**config.mk**
```make
export PLATFORM = sky130hd
export DESIGN_NAME = demod_8psk_frame_flat
export DESIGN_NICKNAME = d
export VERILOG_FILES = /design/src/rtl/demod_8psk_frame_if.sv /design/src/rtl/demod_8psk_frame.sv /design/src/flat_wrapper.sv
export SDC_FILE = /design/constraint.sdc
export NUM_CORES = 2
export LEC_CHECK = 0
export BUFFER_PORTS_ARGS = -buffer_cell sky130_fd_sc_hd__buf_2
export CORE_MARGIN = 3
export CORE_UTILIZATION = 35
export DETAILED_ROUTE_END_ITERATION = 16
export GPL_TIMING_DRIVEN = 0
export PLACE_DENSITY = 0.52
export SLEW_MARGIN = 20
export SYNTH_ARGS = -nofsm -noshare
export SYNTH_HDL_FRONTEND = slang
export SYNTH_SLANG_ARGS = --single-unit
export TNS_END_PERCENT = 50
```
**constraint.sdc**
```tcl
create_clock -name clk -period 8.47 [get_ports clk]
set_input_delay 1.2705 -clock clk [delete_from_list [all_inputs] [get_ports clk]]
set_output_delay 1.2705 -clock clk [all_outputs]
set_load 0.005 [all_outputs]
```
**src/rtl/demod_8psk_frame_if.sv**
```systemverilog
// Sample/strobe bus between symbol timing recovery, the 8PSK slicer
// and the downstream RS decoder.
interface demod_8psk_frame_if #(
   parameter int N_SYM = 108
);
   logic signed [19:0]   rx_i;
   logic signed [19:0]   rx_q;
   logic                 ena_in;
   logic                 sof;
   logic [2:0]           sym_out;
   logic                 sym_valid;
   logic [3*N_SYM-1:0]   data_8psk_rx;
   logic                 ena_out;
   logic                 frame_abort;
   logic                 busy;

   modport master (
      output rx_i, rx_q, ena_in, sof,
      input  sym_out, sym_valid, data_8psk_rx,
      input  ena_out, frame_abort, busy
   );

   modport slave (
      input  rx_i, rx_q, ena_in, sof,
      output sym_out, sym_valid, data_8psk_rx,
      output ena_out, frame_abort, busy
   );
endinterface

```
**src/rtl/demod_8psk_frame.sv**
```systemverilog
// Hard-decision 8PSK slicer with MSB-first frame packing into the
// 3*N_SYM-bit RS codeword.
module demod_8psk_frame #(
   parameter int N_SYM = 108,
   parameter int TAN_Q = 424,
   parameter int SHIFT = 10
) (
   input logic              clk,
   input logic              reset_b,
   demod_8psk_frame_if.slave bus
);
   localparam int W  = 3 * N_SYM;
   localparam int CW = $clog2(N_SYM + 1);

   typedef enum logic {
      IDLE,
      COLLECT
   } state_t;

   logic [19:0]   ri;
   logic [19:0]   rq;
   logic [19:0]   a_q, a_d;
   logic [19:0]   b_q, b_d;
   logic          si_q, si_d;
   logic          sq_q, sq_d;
   logic          sof1_q, sof1_d;
   logic          v1_q, v1_d;

   logic [30:0]   a_sh, b_sh;
   logic [30:0]   a_tan, b_tan;
   logic          near_re, near_im;
   logic [2:0]    dec;
   logic [2:0]    sym_q, sym_d;
   logic          sym_valid_q, sym_valid_d;
   logic          sof2_q, sof2_d;

   state_t        state_q, state_d;
   logic [CW-1:0] count_q, count_d;
   logic [W-1:0]  shadow_q, shadow_d;
   logic [W-1:0]  data_q, data_d;
   logic          ena_out_q, ena_out_d;
   logic          abort_q, abort_d;

   assign ri = bus.rx_i;
   assign rq = bus.rx_q;

   // Magnitudes are 20-bit unsigned, so -2^19 folds to 2^19 cleanly.
   always_comb begin
      a_d    = a_q;
      b_d    = b_q;
      si_d   = si_q;
      sq_d   = sq_q;
      sof1_d = sof1_q;
      v1_d   = bus.ena_in;
      if (bus.ena_in) begin
         a_d    = ri[19] ? (~ri + 20'd1) : ri;
         b_d    = rq[19] ? (~rq + 20'd1) : rq;
         si_d   = ri[19];
         sq_d   = rq[19];
         sof1_d = bus.sof;
      end
   end

   assign a_sh  = {11'd0, a_q} << SHIFT;
   assign b_sh  = {11'd0, b_q} << SHIFT;
   assign a_tan = {11'd0, a_q} * 31'(TAN_Q);
   assign b_tan = {11'd0, b_q} * 31'(TAN_Q);

   // Strict compares: exact ties and the origin land on a diagonal.
   assign near_re = b_sh < a_tan;
   assign near_im = a_sh < b_tan;

   always_comb begin
      dec = 3'd1;
      unique case (1'b1)
         near_re: dec = si_q ? 3'd4 : 3'd0;
         near_im: dec = sq_q ? 3'd6 : 3'd2;
         default: begin
            unique case ({si_q, sq_q})
               2'b00:   dec = 3'd1;
               2'b10:   dec = 3'd3;
               2'b11:   dec = 3'd5;
               default: dec = 3'd7;
            endcase
         end
      endcase
   end

   always_comb begin
      sym_d       = v1_q ? dec : sym_q;
      sym_valid_d = v1_q;
      sof2_d      = v1_q & sof1_q;
   end

   always_comb begin
      state_d   = state_q;
      count_d   = count_q;
      shadow_d  = shadow_q;
      data_d    = data_q;
      ena_out_d = 1'b0;
      abort_d   = 1'b0;
      if (sym_valid_q) begin
         unique case (state_q)
            IDLE: begin
               if (sof2_q) begin
                  shadow_d            = '0;
                  shadow_d[W-1 -: 3]  = sym_q;
                  count_d             = CW'(1);
                  state_d             = COLLECT;
               end
            end
            default: begin
               if (sof2_q) begin
                  abort_d             = 1'b1;
                  shadow_d            = '0;
                  shadow_d[W-1 -: 3]  = sym_q;
                  count_d             = CW'(1);
               end else begin
                  for (int k = 0; k < N_SYM; k++) begin
                     if (k == int'(count_q))
                        shadow_d[3*(N_SYM-1-k) +: 3] = sym_q;
                  end
                  count_d = count_q + CW'(1);
                  if (int'(count_q) == N_SYM - 1) begin
                     data_d    = shadow_d;
                     ena_out_d = 1'b1;
                     count_d   = '0;
                     state_d   = IDLE;
                  end
               end
            end
         endcase
      end
   end

   always_ff @(posedge clk or negedge reset_b) begin
      if (!reset_b) begin
         a_q         <= '0;
         b_q         <= '0;
         si_q        <= 1'b0;
         sq_q        <= 1'b0;
         sof1_q      <= 1'b0;
         v1_q        <= 1'b0;
         sym_q       <= '0;
         sym_valid_q <= 1'b0;
         sof2_q      <= 1'b0;
         state_q     <= IDLE;
         count_q     <= '0;
         shadow_q    <= '0;
         data_q      <= '0;
         ena_out_q   <= 1'b0;
         abort_q     <= 1'b0;
      end else begin
         a_q         <= a_d;
         b_q         <= b_d;
         si_q        <= si_d;
         sq_q        <= sq_d;
         sof1_q      <= sof1_d;
         v1_q        <= v1_d;
         sym_q       <= sym_d;
         sym_valid_q <= sym_valid_d;
         sof2_q      <= sof2_d;
         state_q     <= state_d;
         count_q     <= count_d;
         shadow_q    <= shadow_d;
         data_q      <= data_d;
         ena_out_q   <= ena_out_d;
         abort_q     <= abort_d;
      end
   end

   assign bus.sym_out      = sym_q;
   assign bus.sym_valid    = sym_valid_q;
   assign bus.data_8psk_rx = data_q;
   assign bus.ena_out      = ena_out_q;
   assign bus.frame_abort  = abort_q;
   assign bus.busy         = (state_q == COLLECT);
endmodule

```
**src/flat_wrapper.sv**
```systemverilog
// flat-port wrapper written by rule: the top's interface ports become plain ports
module demod_8psk_frame_flat 
#(
   parameter int N_SYM = 108,
   parameter int TAN_Q = 424,
   parameter int SHIFT = 10
)
  (clk, reset_b, bus_rx_i, bus_rx_q, bus_ena_in, bus_sof, bus_sym_out, bus_sym_valid, bus_data_8psk_rx, bus_ena_out, bus_frame_abort, bus_busy);
  demod_8psk_frame_if #(.N_SYM(N_SYM)) bus_i ();
  input logic clk;
  input logic reset_b;
  input wire logic [$bits(bus_i.rx_i)-1:0] bus_rx_i;
  input wire logic [$bits(bus_i.rx_q)-1:0] bus_rx_q;
  input wire logic [$bits(bus_i.ena_in)-1:0] bus_ena_in;
  input wire logic [$bits(bus_i.sof)-1:0] bus_sof;
  output wire logic [$bits(bus_i.sym_out)-1:0] bus_sym_out;
  output wire logic [$bits(bus_i.sym_valid)-1:0] bus_sym_valid;
  output wire logic [$bits(bus_i.data_8psk_rx)-1:0] bus_data_8psk_rx;
  output wire logic [$bits(bus_i.ena_out)-1:0] bus_ena_out;
  output wire logic [$bits(bus_i.frame_abort)-1:0] bus_frame_abort;
  output wire logic [$bits(bus_i.busy)-1:0] bus_busy;
  assign bus_i.rx_i = bus_rx_i;
  assign bus_i.rx_q = bus_rx_q;
  assign bus_i.ena_in = bus_ena_in;
  assign bus_i.sof = bus_sof;
  assign bus_sym_out = bus_i.sym_out;
  assign bus_sym_valid = bus_i.sym_valid;
  assign bus_data_8psk_rx = bus_i.data_8psk_rx;
  assign bus_ena_out = bus_i.ena_out;
  assign bus_frame_abort = bus_i.frame_abort;
  assign bus_busy = bus_i.busy;
  demod_8psk_frame #(.N_SYM(N_SYM), .TAN_Q(TAN_Q), .SHIFT(SHIFT)) u_core (.clk(clk), .reset_b(reset_b), .bus(bus_i));
endmodule
```
# Word level (Yosys, flattened, before mapping)
# Index checks and enable logic that the tools add are counted.
# op_classes
addsub,3
multipliers,2
n_lt_le_gt_ge,2
eq_ne,110
mux,131
bitwise,4
reduce_logical,5
# op_table
cell,count
$mux 324,3
$eq 7x7->1 const A,64
$mux 3,110
$eq 6x7->1 const A,28
$lt 30x29->1,2
$eq 5x7->1 const A,8
$mul 20x6->26 const B,2
$add 20x1->20 const B,2
$mux 20,2
$not 20->20,2
$eq 4x7->1 const A,4
$mux 7,4
$eq 3x7->1 const A,2
$mux 1,10
$pmux 3 s3,1
$add 7x1->7 const B,1
$eq 2x7->1 const A,1
$eq 7x6->1 const B,1
$logic_not 7->1,1
$pmux 3 s2,1
$eq 2x2->1 const B,2
$reduce_and 4->1,1
$logic_not 2->1,1
$reduce_and 2->1,1
3 further kinds,3
# totals
register_bits,707
input_bits,44

# Logic depth before layout (Yosys ltp)
# depth
depth_word,5
ltp_mapped,21
mapped_depth_nobuf,21

# Least setup slack after synthesis
# No wires, ideal clock.
# synth_path
path_type,reg-to-reg
start,register u_core.a_q[5]
end,"register u_core.sym_q[1], in the netlist u_core.bus.sym_out[1]"
setup_ps,119
arrival_ps,4762
t_required_ps,8351
path_slack_ps,3590
stages_incl_launch_ff,22
n_path_buf,0
synth_period_minus_slack_ps,4880
cell_sequence,dfrtp_1 -> ha_1 -> fa_1 -> inv_1 -> fa_1 -> inv_1 -> ha_1 -> a2111oi_4 -> o21ai_2 -> a41oi_2 -> a21oi_2 -> a2111oi_0 -> nor3_1 -> xnor2_1 -> ha_1 -> a21o_1 -> a21o_1 -> a21oi_1 -> o21ai_0 -> a21oi_1 -> o211ai_1 -> o21a_1
# synth_between
elab_chain_cells,3
elab_cells_between_ends,4
classes_between,mul (1); order compare (2); mux (1)
# synth_rtl
element,line,source
"start, declared",demod_8psk_frame.sv:22,"logic [19:0] a_q, a_d;"
"start signal, assigned",demod_8psk_frame.sv:138,a_q <= '0;
"start signal, assigned",demod_8psk_frame.sv:154,a_q <= a_d;
$mul 20x6->26,demod_8psk_frame.sv:66,"assign a_tan = {11'd0, a_q} * 31'(TAN_Q);"
$lt 30x29->1,demod_8psk_frame.sv:70,assign near_re = b_sh < a_tan;
$pmux 3 s2 *,demod_8psk_frame.sv:75,unique case (1'b1)
"end signal, assigned",demod_8psk_frame.sv:160,sym_q <= sym_d;
"end, declared",demod_8psk_frame.sv:33,"logic [2:0] sym_q, sym_d;"
# Mark *: on every way between the ends. The rest lies on a longest branch, timed or not.
# A chain may end at the register's enable or synchronous reset.

# Worst setup path after layout
# layout_path
start,register u_core.b_q[4]
end,"register u_core.sym_q[2], in the netlist u_core.bus.sym_out[2]"
# layout_between
elab_chain_cells,3
elab_cells_between_ends,4
classes_between,mul (1); order compare (2); mux (1)
# layout_rtl
element,line,source
"start, declared",demod_8psk_frame.sv:23,"logic [19:0] b_q, b_d;"
"start signal, assigned",demod_8psk_frame.sv:139,b_q <= '0;
"start signal, assigned",demod_8psk_frame.sv:155,b_q <= b_d;
$mul 20x6->26,demod_8psk_frame.sv:67,"assign b_tan = {11'd0, b_q} * 31'(TAN_Q);"
$lt 30x29->1,demod_8psk_frame.sv:71,assign near_im = a_sh < b_tan;
$pmux 3 s2 *,demod_8psk_frame.sv:75,
# Marked as above.

==> flow_metrics.py <==
metrics = {
    "cts": {
        "numCtsBuffers": 81,
        "cts_hold_buf": 0,
        "clockRootBuffer": "clkbuf_16",
        "tritoncts": "yes",
        "clock_latency_ns": 0.67,
        "h-tree-depth": 3,
        "clock_sinks": 704,
        "cts_resized": 0,
        "post-cts-setup-buffer-count": 0,
        "clkTransAtPathRegs_ns": 0.06,
        "clock_path_buffers": 3,
    },
    "power": {
        "comb_power_share_pct": 42.0,
        "power_frac_clock_pct": 29.4,
        "switching_power_uw": 4950,
        "power_frac_seq_pct": 28.5,
        "p_int_uw": 7490,
        "p_leak_uw": 0.0211,
        "peakVddDrop_mv": 0.186,
        "pwr_density_cell_nw_per_um2": 289,
        "p_sw_share_pct": 39.8,
    },
    "timing": {
        "tightest_slew_ns": 1.16,
        "clock_skew_ns": 0.0330,
        "fin_crit_ns": 5.84,
        "finalHoldViolCount": 0,
        "max-slew-margin-rel_pct": 22.8,
        "drv_slew": 0,
        "min_period_over_period_pct": 69.0,
        "fmax_mhz": 171,
        "rsz0062_at_grt": "false",
        "finalSetupViolCount": 0,
        "setup_ws_ns": 2.63,
    },
    "worst_setup_path": {
        "cp.required_ns": 9.03,
        "start_kind": "flop",
        "critPathSlowestCell": "fa_1",
        "worstPathCellList": "ha_1, inv_1, fa_1, fa_1, inv_1, ha_1, a21oi_1, o21ai_0, a21oi_1, o211ai_1, a311oi_1, o21ai_0, xnor2_1, ha_1, nand4b_1, nor2_1, nand3_1, o311a_1, o211ai_1, o211ai_1, a31oi_1",
        "cp-end-kind": "flop",
        "worstSetupPathType": "reg -> reg",
        "reg2reg_slack_ns": 2.63,
        "arrival_ns": 6.40,
        "worst-path-max-fanout": 6,
        "worst_path_largest_cell_delay_ns": 0.55,
    },
    "placement": {
        "port_buffers": 374,
        "placed_area_um2": 40300,
        "globalplace.congestion": 0.835,
        "pre_cts_ws_ns": 2.65,
        "post-dp-hpwl_um": 91000,
    },
    "synth": {
        "syn_area_per_cell_um2": 10.3,
        "synthSimpleGateAreaFrac_pct": 9.31,
        "synth_cells": 3527,
        "synth_xor_area_share_pct": 1.83,
        "synth_nets": 3821,
        "synth-seq-area-share_pct": 48.3,
        "synth_area_um2": 36400,
        "synth_fa_ha_area_share_pct": 9.94,
        "synthArstFlopShare_pct": 100,
        "synth_edf_count": 0,
        "yosys-mux-area-fraction_pct": 9.19,
        "yosys_register_bits": 704,
        "synth-main-ff-cell": "dfrtp_1",
        "synth-compound-area-share_pct": 16.9,
        "ys_types": 58,
        "synth_top_family_by_area": "compound AO/OA/AOI/OAI gates",
        "ys_warn_count": 0,
    },
    "floorplan": {
        "core_um2": 102000,
        "dieArea_um2": 108000,
        "chipWidth_um": 329,
        "start_util_pct": 35.6,
        "rows": 117,
        "ios": 375,
        "dieHeight_um": 329,
    },
    "layout": {
        "fillers": 10200,
        "area_delta_synth_final_pct": 18.1,
        "drive_gt1_share_pct": 14.6,
        "multi_input_area_um2": 17200,
        "final_nets": 4286,
        "design_area_um2": 43000,
        "seq_area_um2": 17600,
    },
    "run_status": {
        "status": "completed",
    },
    "detailed_routing": {
        "route.detailed.drc": 0,
        "wl_um": 126000,
        "ant_nets": 0,
        "wire_per_inst_um": 23.3,
        "vias_per_cell": 5.36,
        "vias": 29100,
        "drt_iter0_markers": 2621,
        "dr.pass1.iters": 7,
    },
    "global_route": {
        "grt.total_usage_pct": 23.0,
        "antenna_found_initial": 1,
        "grt-ovfl-total": 0,
        "grt_pass1_wl_um": 187000,
        "grt_pass1_vias": 28500,
        "grt_max_degree": 95,
    },
    "job": {
        "drv_cap": 0,
    },
    "min_path": {
        "hp-class": "in -> async",
    },
}
-- power groups by stage --
stage	clock [uW]	combinational, uW	sequential, uW
2_1_floorplan	0	3650	3550
3_3_place_gp	0	5120	3610
3_5_place_dp	0	5150	3610
4_1_cts	3730	5210	3550
5_1_grt	3870	5890	3560
6_report	3660	5220	3550
-- critical path, delay by kind of cell (launching register included) --
kind,cells,cell delay [ns]
xor gates and xnor gates,1,0.16
DFF,1,0.52
AOI/OAI and AO/OA,10,2.48
and+or+nand+nor,3,0.52
buffers and inverters,2,0.08
adders and majority gates,5,1.99
-- flip-flops by register name, summed over array words and instances (netlist names), 3 cells and up --
| register | count |
|---|---|
| u_core.bus.sym_out | 3 |
| u_core.b_q | 20 |
| u_core.count_q | 7 |
| u_core.bus.data_8psk_rx | 324 |
| u_core.shadow_q | 321 |
| u_core.a_q | 20 |
-- logic make-up (layout without fill, tap and decap cells) --
kind of cell	after synthesis	in the layout
simple gates	812	812
flops	704	704
other cells	0	3
fa+ha+maj	250	250
mux	333	333
compound gates	933	933
xor+xnor	76	76
buf+inv	419	949
-- final cells by class --
cell class / count / share of cell area (%)
antenna: 3 / 0.0174
buffer: 230 / 2.14
clock buffer: 115 / 5.62
clock inverter: 33 / 0.823
inverter: 189 / 1.65
multi-input combinational: 2404 / 40.0
sequential: 704 / 40.9
tap: 1368 / 3.98
timing repair buffer: 382 / 4.88
-- path summary, 6_finish.rpt --
| kind | cells after the start | start | end |
|---|---|---|---|
| min reg2reg | 1 | u_core.shadow_q[71] | u_core.shadow_q[71] |
| max reg2reg | 21 | u_core.b_q[4] | u_core.bus.sym_out[2] |
| min in group clk | 1 | u_core.shadow_q[71] | u_core.shadow_q[71] |
| max in group asynchronous | 5 | reset_b | u_core.shadow_q[6] |
| max | 21 | u_core.b_q[4] | u_core.bus.sym_out[2] |
| min | 1 | reset_b | u_core.bus.data_8psk_rx[109] |
-- per-stage QoR --
step / util [%] / std cells / hold WS, ns / TNS, ns / total power [uW]
after floorplan: - / 3527 / 0.449 / 0 / 7200
after global placement: 39.1 / 5269 / 0.482 / -6749.96 / 8730
after detailed placement: 39.3 / 5277 / 0.480 / 0 / 8760
after CTS: 42.0 / 5425 / 0.470 / 0 / 12500
after global routing: 42.0 / 5425 / 0.491 / 0 / 13300
final: 42.0 / 5428 / 0.494 / 0 / 12400
-- layer usage --
metal | track usage, % | vias to the layer above | routed length, um
met5 | 0 | - | 0
met4 | 6.39 | 0 | 3270
met3 | 5.12 | 169 | 9210
met2 | 35.0 | 957 | 56000
met1 | 33.0 | 14600 | 57900
li1 | - | 13400 | -
-- cells in the final DEF (no fill, tap or decap), types with 17 or more instances in the layout --
| cell | count |
|---|---|
| a21o_1 | 17 |
| a21oi_1 | 396 |
| a22o_1 | 319 |
| buf_2 | 405 |
| clkbuf_1 | 181 |
| clkbuf_16 | 83 |
| clkbuf_8 | 22 |
| clkinv_2 | 17 |
| dfrtp_1 | 704 |
| fa_1 | 66 |
| ha_1 | 184 |
| inv_1 | 189 |
| mux2i_1 | 320 |
| nand2_1 | 140 |
| nor2_1 | 491 |
| nor3_1 | 96 |
| o21ai_0 | 118 |
| xnor2_1 | 24 |
| xor2_1 | 52 |
-- Yosys cell counts (all sizes together) (2+ instances only) --
| cell type | n | share of area [%] |
|---|---|---|
| o41ai | 4 | 0.12 |
| a2111oi | 5 | 0.17 |
| a21o | 17 | 0.35 |
| nor3b | 2 | 0.041 |
| and3 | 7 | 0.12 |
| a211oi | 7 | 0.14 |
| xor2 | 52 | 1.2 |
| mux2i | 320 | 8.8 |
| a31oi | 6 | 0.10 |
| a21boi | 2 | 0.041 |
| or4 | 4 | 0.082 |
| o22ai | 4 | 0.069 |
| nand2b | 3 | 0.052 |
| buf | 46 | 0.58 |
| o21a | 11 | 0.23 |
| or3 | 4 | 0.069 |
| inv | 189 | 1.9 |
| o311a | 2 | 0.055 |
| o211ai | 7 | 0.14 |
| nor2 | 491 | 5.1 |
| nand4 | 11 | 0.19 |
| or2 | 4 | 0.069 |
| nand3b | 3 | 0.062 |
| nand2 | 140 | 1.4 |
| xnor2 | 24 | 0.58 |
| nor4 | 5 | 0.086 |
| ha | 184 | 6.3 |
| a22o | 319 | 7.7 |
| and3b | 2 | 0.048 |
| o21ai | 119 | 1.6 |
| nand3 | 15 | 0.21 |
| a211o | 3 | 0.072 |
| nor3 | 96 | 1.3 |
| nand4b | 4 | 0.096 |
| dfrtp | 704 | 48 |
| a31o | 2 | 0.048 |
| fa | 66 | 3.6 |
| nor2b | 6 | 0.10 |
| mux2 | 13 | 0.40 |
| and2 | 13 | 0.22 |
| o21bai | 8 | 0.16 |
| a21oi | 397 | 5.5 |
| o31ai | 13 | 0.27 |
| clkbuf | 184 | 1.9 |
(Power assumes the default switching activity.)
